File: src/rtl/serial_adder.sv
// -----------------------------------------------------------------------------
// serial_adder
//   Multi-cycle adder/subtractor built around a STEP-bit full-adder slice.
//   An accepted start latches the operands; the slice then walks from the LSB
//   to the MSB, STEP bits per clock, with the carry held in a register. The
//   result, carry-out and signed overflow are published together with a
//   one-cycle done pulse.
//
//   Parameters
//     WIDTH    operand/result width (>= 2)
//     STEP     bits per cycle; must divide WIDTH. N = WIDTH/STEP compute cycles.
//
//   Ports
//     clk      rising-edge clock
//     rst_n    asynchronous active-low reset (aborts any operation)
//     start    request, sampled only while busy = 0
//     a, b     operands, latched on an accepted start
//     c        carry-in for add mode (ignored when sub = 1)
//     sub      0: a + b + c, 1: a - b (computed as a + ~b + 1)
//     busy     high from the cycle after acceptance through the done cycle
//     done     one-cycle pulse; sum/carry/overflow are valid while high
//     sum      result, held until the next completion
//     carry    carry-out of the MSB (for sub, 1 = no borrow)
//     overflow signed overflow (carry into MSB XOR carry out of MSB)
// -----------------------------------------------------------------------------
module serial_adder #(
    parameter int WIDTH = 8,
    parameter int STEP  = 1
) (
    input  logic             clk,
    input  logic             rst_n,
    input  logic             start,
    input  logic [WIDTH-1:0] a,
    input  logic [WIDTH-1:0] b,
    input  logic             c,
    input  logic             sub,
    output logic             busy,
    output logic             done,
    output logic [WIDTH-1:0] sum,
    output logic             carry,
    output logic             overflow
);

    localparam int N  = WIDTH / STEP;
    localparam int CW = (N > 1) ? $clog2(N) : 1;
    // Wide enough to address any bit of a WIDTH-bit vector.
    localparam int IW = $clog2(WIDTH);

    typedef enum logic [1:0] {
        IDLE,
        RUN,
        DONE
    } state_t;

    state_t           state, state_nxt;
    logic [WIDTH-1:0] opa, opb, res, res_nxt;
    logic             carry_reg;
    logic [CW-1:0]    cnt;

    logic [IW-1:0]    base;
    logic [STEP-1:0]  sa, sb;
    logic [STEP:0]    slice;
    logic             last;
    logic             cin_msb;

    // ------------------------------------------------------------------
    // Slice datapath: one STEP-bit add of the current operand slices plus
    // the registered carry.
    // ------------------------------------------------------------------
    always_comb begin
        // NOTE: every variable assigned in this block gets a value on every
        // path, so no latch can be inferred.
        base    = IW'(cnt) * IW'(STEP);
        sa      = opa[base +: STEP];
        sb      = opb[base +: STEP];
        slice   = {1'b0, sa} + {1'b0, sb} + {{STEP{1'b0}}, carry_reg};
        last    = (cnt == CW'(N - 1));
        // Sum bit = a ^ b ^ carry-in, so the carry into the top bit of the
        // slice is recovered from its sum bit and its two operand bits.
        cin_msb = slice[STEP-1] ^ sa[STEP-1] ^ sb[STEP-1];
        res_nxt = res;
        res_nxt[base +: STEP] = slice[STEP-1:0];
    end

    // ------------------------------------------------------------------
    // Control FSM
    // ------------------------------------------------------------------
    always_ff @(posedge clk or negedge rst_n) begin
        if (!rst_n) begin
            state <= IDLE;
        end else begin
            state <= state_nxt;
        end
    end

    always_comb begin
        state_nxt = state;
        case (state)
            IDLE:    if (start) state_nxt = RUN;
            RUN:     if (last)  state_nxt = DONE;
            DONE:    state_nxt = IDLE;
            default: state_nxt = IDLE;
        endcase
    end

    assign busy = (state != IDLE);
    assign done = (state == DONE);

    // ------------------------------------------------------------------
    // Operand, result and carry registers
    // ------------------------------------------------------------------
    always_ff @(posedge clk or negedge rst_n) begin
        if (!rst_n) begin
            // NOTE: the operand and result registers are cleared too, so an
            // aborted operation leaves no stale data behind.
            opa       <= '0;
            opb       <= '0;
            res       <= '0;
            carry_reg <= 1'b0;
            cnt       <= '0;
            sum       <= '0;
            carry     <= 1'b0;
            overflow  <= 1'b0;
        end else begin
            // NOTE: non-blocking assignments so every register samples the
            // values from before this edge.
            case (state)
                IDLE: begin
                    if (start) begin
                        opa       <= a;
                        // Subtraction is a + ~b + 1: invert b, force carry-in.
                        opb       <= sub ? ~b : b;
                        carry_reg <= sub | c;
                        cnt       <= '0;
                    end
                end
                RUN: begin
                    res       <= res_nxt;
                    carry_reg <= slice[STEP];
                    cnt       <= cnt + CW'(1);
                    if (last) begin
                        // Published on the edge that enters DONE, so the
                        // outputs are valid for the whole done cycle.
                        sum      <= res_nxt;
                        carry    <= slice[STEP];
                        overflow <= cin_msb ^ slice[STEP];
                    end
                end
                default: ;
            endcase
        end
    end

endmodule
File: config.mk
export PLATFORM = sky130hd
export DESIGN_NAME = serial_adder
export DESIGN_NICKNAME = d
export VERILOG_FILES = /design/src/rtl/serial_adder.sv
export SDC_FILE = /design/constraint.sdc
export NUM_CORES = 1
export LEC_CHECK = 0
export CORE_MARGIN = 4
export CORE_UTILIZATION = 29
export DETAILED_ROUTE_END_ITERATION = 7
export PLACE_DENSITY = 0.55
export SETUP_SLACK_MARGIN = 0.05
export SLEW_MARGIN = 20
export SYNTH_ARGS = -nofsm -noshare
export SYNTH_HDL_FRONTEND = slang
export SYNTH_SLANG_ARGS = --single-unit
File: constraint.sdc
create_clock -name clk -period 4 [get_ports clk]
set_input_delay 0.6 -clock clk [delete_from_list [all_inputs] [get_ports clk]]
set_output_delay 0.6 -clock clk [all_outputs]
set_load 0.05 [all_outputs]
Word-level counts from Yosys, hierarchy flattened --
Index checks and enable logic that the tools add are counted.
Storage, ports and cells: output and inout port bits 12, input bits 21, word-level logic and storage cells 43, bits in registers 40
Operators by class: reductions and logical operators 7, shift operators 4, equal/unequal tests 5, muxes and demuxes 9, bitwise operators 5, $add $sub $neg 4
Operator list (count):
- 8-bit by 4-bit indexed part select with 1-bit output | 2
- 8-bit bitwise mux | 1
- 8-bit 2-to-1 mux | 1
- 8-bit inverter | 1
- 2-bit AND reduction | 4
- 1-bit by 5-bit variable shift with 8-bit output, first input constant | 1
- 1-bit by 5-bit indexed part select with 8-bit output | 1
- 3-bit case mux with 2 select lines | 1
- 3-bit negation with 5-bit output | 1
- 2-bit 2-to-1 mux | 2
- 2-bit inequality test, second input constant | 2
- 2-bit case mux with 2 select lines | 1
- 2-bit nonzero test | 2
- 3-bit by 1-bit adder with 3-bit output, second input constant | 1
- 3-bit == test, second input constant | 1
- 3-bit 2-to-1 mux | 1
- 1-bit bitwise XOR | 3
- 1-bit by 1-bit adder with 2-bit output | 1
- 2-bit by 1-bit adder with 2-bit output | 1
- 2-bit by 1-bit == test with 1-bit output, second input constant | 1
- 2-bit == test, second input constant | 1
- 2-bit zero test | 1
- 1-bit case mux with 2 select lines | 1
- 1-bit 2-to-1 mux | 1
- 1-bit OR | 1

Depth between registers and ports, before layout --
depth in word-level cells 6, gate-level depth with buffers 8, mapped depth without buffers 7

Worst setup path before layout --
Ideal clock, no wire load.
path type register -> register, start point register cnt[0], end point register sum[6], slack 1.338 ns, stages on the path, launching flop included 9, arrival 2.579 ns, library setup time 0.083 ns, data required time 3.917 ns, cells stage by stage dfrtp_1 > clkbuf_1 > mux4_2 > nand2_1 > nand2_1 > fa_1 > nor4bb_1 > mux2i_1 > o21ai_0
Between the ends: word-level cells in the longest chain between the ends 5
Ends and longest elaborated chain:
- from (decl) | RTL line 58 | logic [CW-1:0] cnt;
- from (signal assigned) | RTL line 140 | cnt <= cnt + CW'(1);
- 8-bit by 4-bit indexed part select with 1-bit output (on tied branches) | RTL line 74, 75
- 1-bit by 1-bit adder with 2-bit output | RTL line 76 | slice = {1'b0, sa} + {1'b0, sb} + {{STEP{1'b0}}, carry_reg};
- 2-bit by 1-bit adder with 2-bit output | RTL line 76
- 1-bit by 5-bit indexed part select with 8-bit output | RTL line 82 | res_nxt[base +: STEP] = slice[STEP-1:0];
- 8-bit bitwise mux | RTL line 82
- to (signal assigned) | RTL line 144 | sum <= res_nxt;
- to (decl) | RTL line 39 | output logic [WIDTH-1:0] sum,
Several ways; a longest one is shown, not always the timed one. A chain may end at the register's enable or synchronous reset.

Worst setup path in the final report --
Same ends and word-level chain as after synthesis.

==> summary.txt <==
Critical path
  – Worst Path Arrival: 3.32 ns
  – Worst r2r src: cnt[0]$_DFFE_PN0P_
  – CP Capture Type: register
  – Worst setup path startpoint: cnt[0]$_DFFE_PN0P_
  – Crit Path Class: register to register
  – Critical Path RT: 4.21 ns
  – Startpoint Class: register
  – CP max FO: 17

Synthesis
  – Post-Syn Instances: 199
  – Synth Cell Area: 0.00203 mm^2
  – Adder-cell share of the synthesized area: 0.0591
  – Synthesized net count: 229
  – Compound-Gate Fraction of Synth Area: 0.0683
  – Yosys synthesis warning count: 0
  – Main combinational cell family by area after synthesis: simple AND/OR/NAND/NOR gates
  – Seq/Total Area, Yosys: 0.493
  – Synth unique cells: 27
  – XOR/XNOR Fraction of Synth Area: 0.0431
  – Synth Area in Simple Gates: 0.171
  – Mux share of post-synthesis cell area: 0.137
  – Synthesized area per cell: 10.2 um^2
  – Synth Register Bits: 40

Clocking
  – # clock sinks: 40
  – Clock Path Buffers: 2
  – Post-CTS Resized: 0
  – CTS tree: built
  – Max H-tree Level: 2
  – CTS root buf: clkbuf_8
  – Total CTS buffers: 5
  – Clock-pin transition on the worst setup and hold timing paths: 0.08 ns
  – Clock latency on the worst-skew pair: 0.30 ns
  – # hold bufs at CTS: 0
  – Post-CTS Setup Bufs: 0

Global route
  – Initial antenna violation count: 0
  – Gr ovfl total: 0
  – Total track usage: 0.105
  – First-pass GRT wire length: 6.97 mm
  – Largest net degree at the start of global routing: 41
  – Vias in the first global route: 1,483

Floorplanning
  – Initial Util: 0.299
  – Height of the die: 91.7 um
  – Die area: 0.00841 mm^2
  – Die X: 91.7 um
  – Core box area: 0.00679 mm^2
  – FP Rows: 30
  – Top-level port count: 33

Power
  – Tot Pwr: 2.17 mW
  – Peak supply drop: 0.261 mV
  – PwrDens: 857 mW/mm^2
  – Pleak: 1.12 nW

Routing
  – DR vias: 1,427
  – Post-route ant nets: 0
  – Iteration-0 DRC Markers: 30
  – Vias per std cell: 4.39
  – DRT Pass-1 Iters: 4
  – Per-cell routed wire length: 12.0 um
  – Total Routed Length: 3.89 mm
  – DRC viols: 0

Cells and area
  – Most frequent cells in the layout: 51 x nand2_1, 40 x dfrtp_1, 31 x clkdlybuf4s50_1
  – Fin util: 0.373
  – Sequential Area: 0.00100 mm^2
  – Commonest non-fill, non-tap cell in the layout: nand2_1
  – Final Cell Area: 0.00254 mm^2
  – Filler cells: 715
  – Non-Filler Instances: 325
  – Area grow syn2layout: 24.8%
  – Share of cells above drive strength 1: 0.0873
  – Nets: 258
  – Final antenna diode count: 0
  – Multi-input gate area: 973 um^2

STA
  – Final Critical Period: 3.11 ns
  – RSZ-0062 raised after global routing: false
  – Final setup viols: 0
  – Period utilization: 0.778
  – Maximum clock frequency: 0.321 GHz
  – Setup WS post-layout: 0.888 ns
  – Slew Viols, Final: 0
  – Hold Violations, Final: 0
  – Setup TNS: 0 ns
  – Worst rel slew slack: 0.398
  – Hold Slack: 0.424 ns
  – Final Skew: 0.00770 ns
  – Worst slew pin tran: 0.903 ns

Placement
  – HPWL Detailed: 2.83 mm
  – Post-place instance area: 0.00243 mm^2
  – Inst Count DP: 317
  – # port buffers: 32
  – GP Congestion: 0.705
  – Post-Place Worst Slack: 0.865 ns

Hold path
  – Hold Path Class: input port to asynchronous set/reset pin

Run status
  – Run status: completed

Run
  – MaxCap Viol Count: 0
## layer usage
metal | part of all wire | routed length (um) | global-route usage | up-vias
met3 | 0.057 | 222 | 0.0287 | 7
met2 | 0.47 | 1830 | 0.170 | 31
met1 | 0.45 | 1770 | 0.130 | 663
met4 | 0.017 | 68 | 0.0483 | 0
li1 | - | - | - | 726
met5 | 0 | 0 | 0 | -
## critical path, cell delays in order, from the launching register on
cell      delay [ns]
dfrtp_1         0.72
mux4_1          0.63
mux2_2          0.32
fa_1            0.58
nor4bb_1        0.47
mux2i_1         0.14
o21ai_0         0.16
## area by class of cell
| type | instances | area share |
|---|---|---|
| inverters | 5 | 0.00740 |
| clock buffers | 6 | 0.0286 |
| flip-flops and latches | 40 | 0.395 |
| clock inverters | 2 | 0.0138 |
| repair buffers | 32 | 0.124 |
| well taps | 96 | 0.0474 |
| multi-input cells | 144 | 0.384 |
## path summary, 6_finish.rpt
| kind | slack [ns] | to | depth (start not counted) |
|---|---|---|---|
| max in group asynchronous | 3.03 | res[1]$_DFFE_PN0P_ | 1 |
| min reg2reg | 0.48 | opa[4]$_DFFE_PN0P_ | 2 |
| min in group clk | 0.48 | opa[4]$_DFFE_PN0P_ | 2 |
| min | 0.42 | cnt[2]$_DFFE_PN0P_ | 1 |
| max | 0.89 | sum[6]$_DFFE_PN0P_ | 6 |
| max reg2reg | 0.89 | sum[6]$_DFFE_PN0P_ | 6 |
## Yosys cell counts
cell	n	share of area
nand2_1	51	0.094
dfrtp_1	40	0.49
nor2_1	12	0.022
o21ai_0	12	0.030
xnor2_1	10	0.043
clkbuf_1	9	0.017
mux2_2	9	0.050
a21oi_1	8	0.020
ha_1	8	0.049
mux2i_1	8	0.039
inv_1	5	0.0092
o31ai_1	4	0.015
nor3_1	3	0.0074
nor3b_1	3	0.011
mux4_1	2	0.026
mux4_2	2	0.022
nand3_1	2	0.0049
nor2b_1	2	0.0062
and2_1	1	0.0031
and4b_1	1	0.0049
and4bb_2	1	0.0062
buf_2	1	0.0025
fa_1	1	0.0099
nand2b_1	1	0.0031
nor4_1	1	0.0031
nor4bb_1	1	0.0049
o31a_1	1	0.0043
## where the power goes
group          total [mW]  switching, mW  internal (mW)
clock network       0.325          0.140          0.185
registers           0.711          0.132          0.579
logic                1.14          0.644          0.493
## logic make-up after synthesis
family,Yosys count
compound gates,25
fa+ha+maj,9
buf+inv,15
simple gates,79
mux,21
xor+xnor,10
flops,40
(Power assumes the default switching activity.)
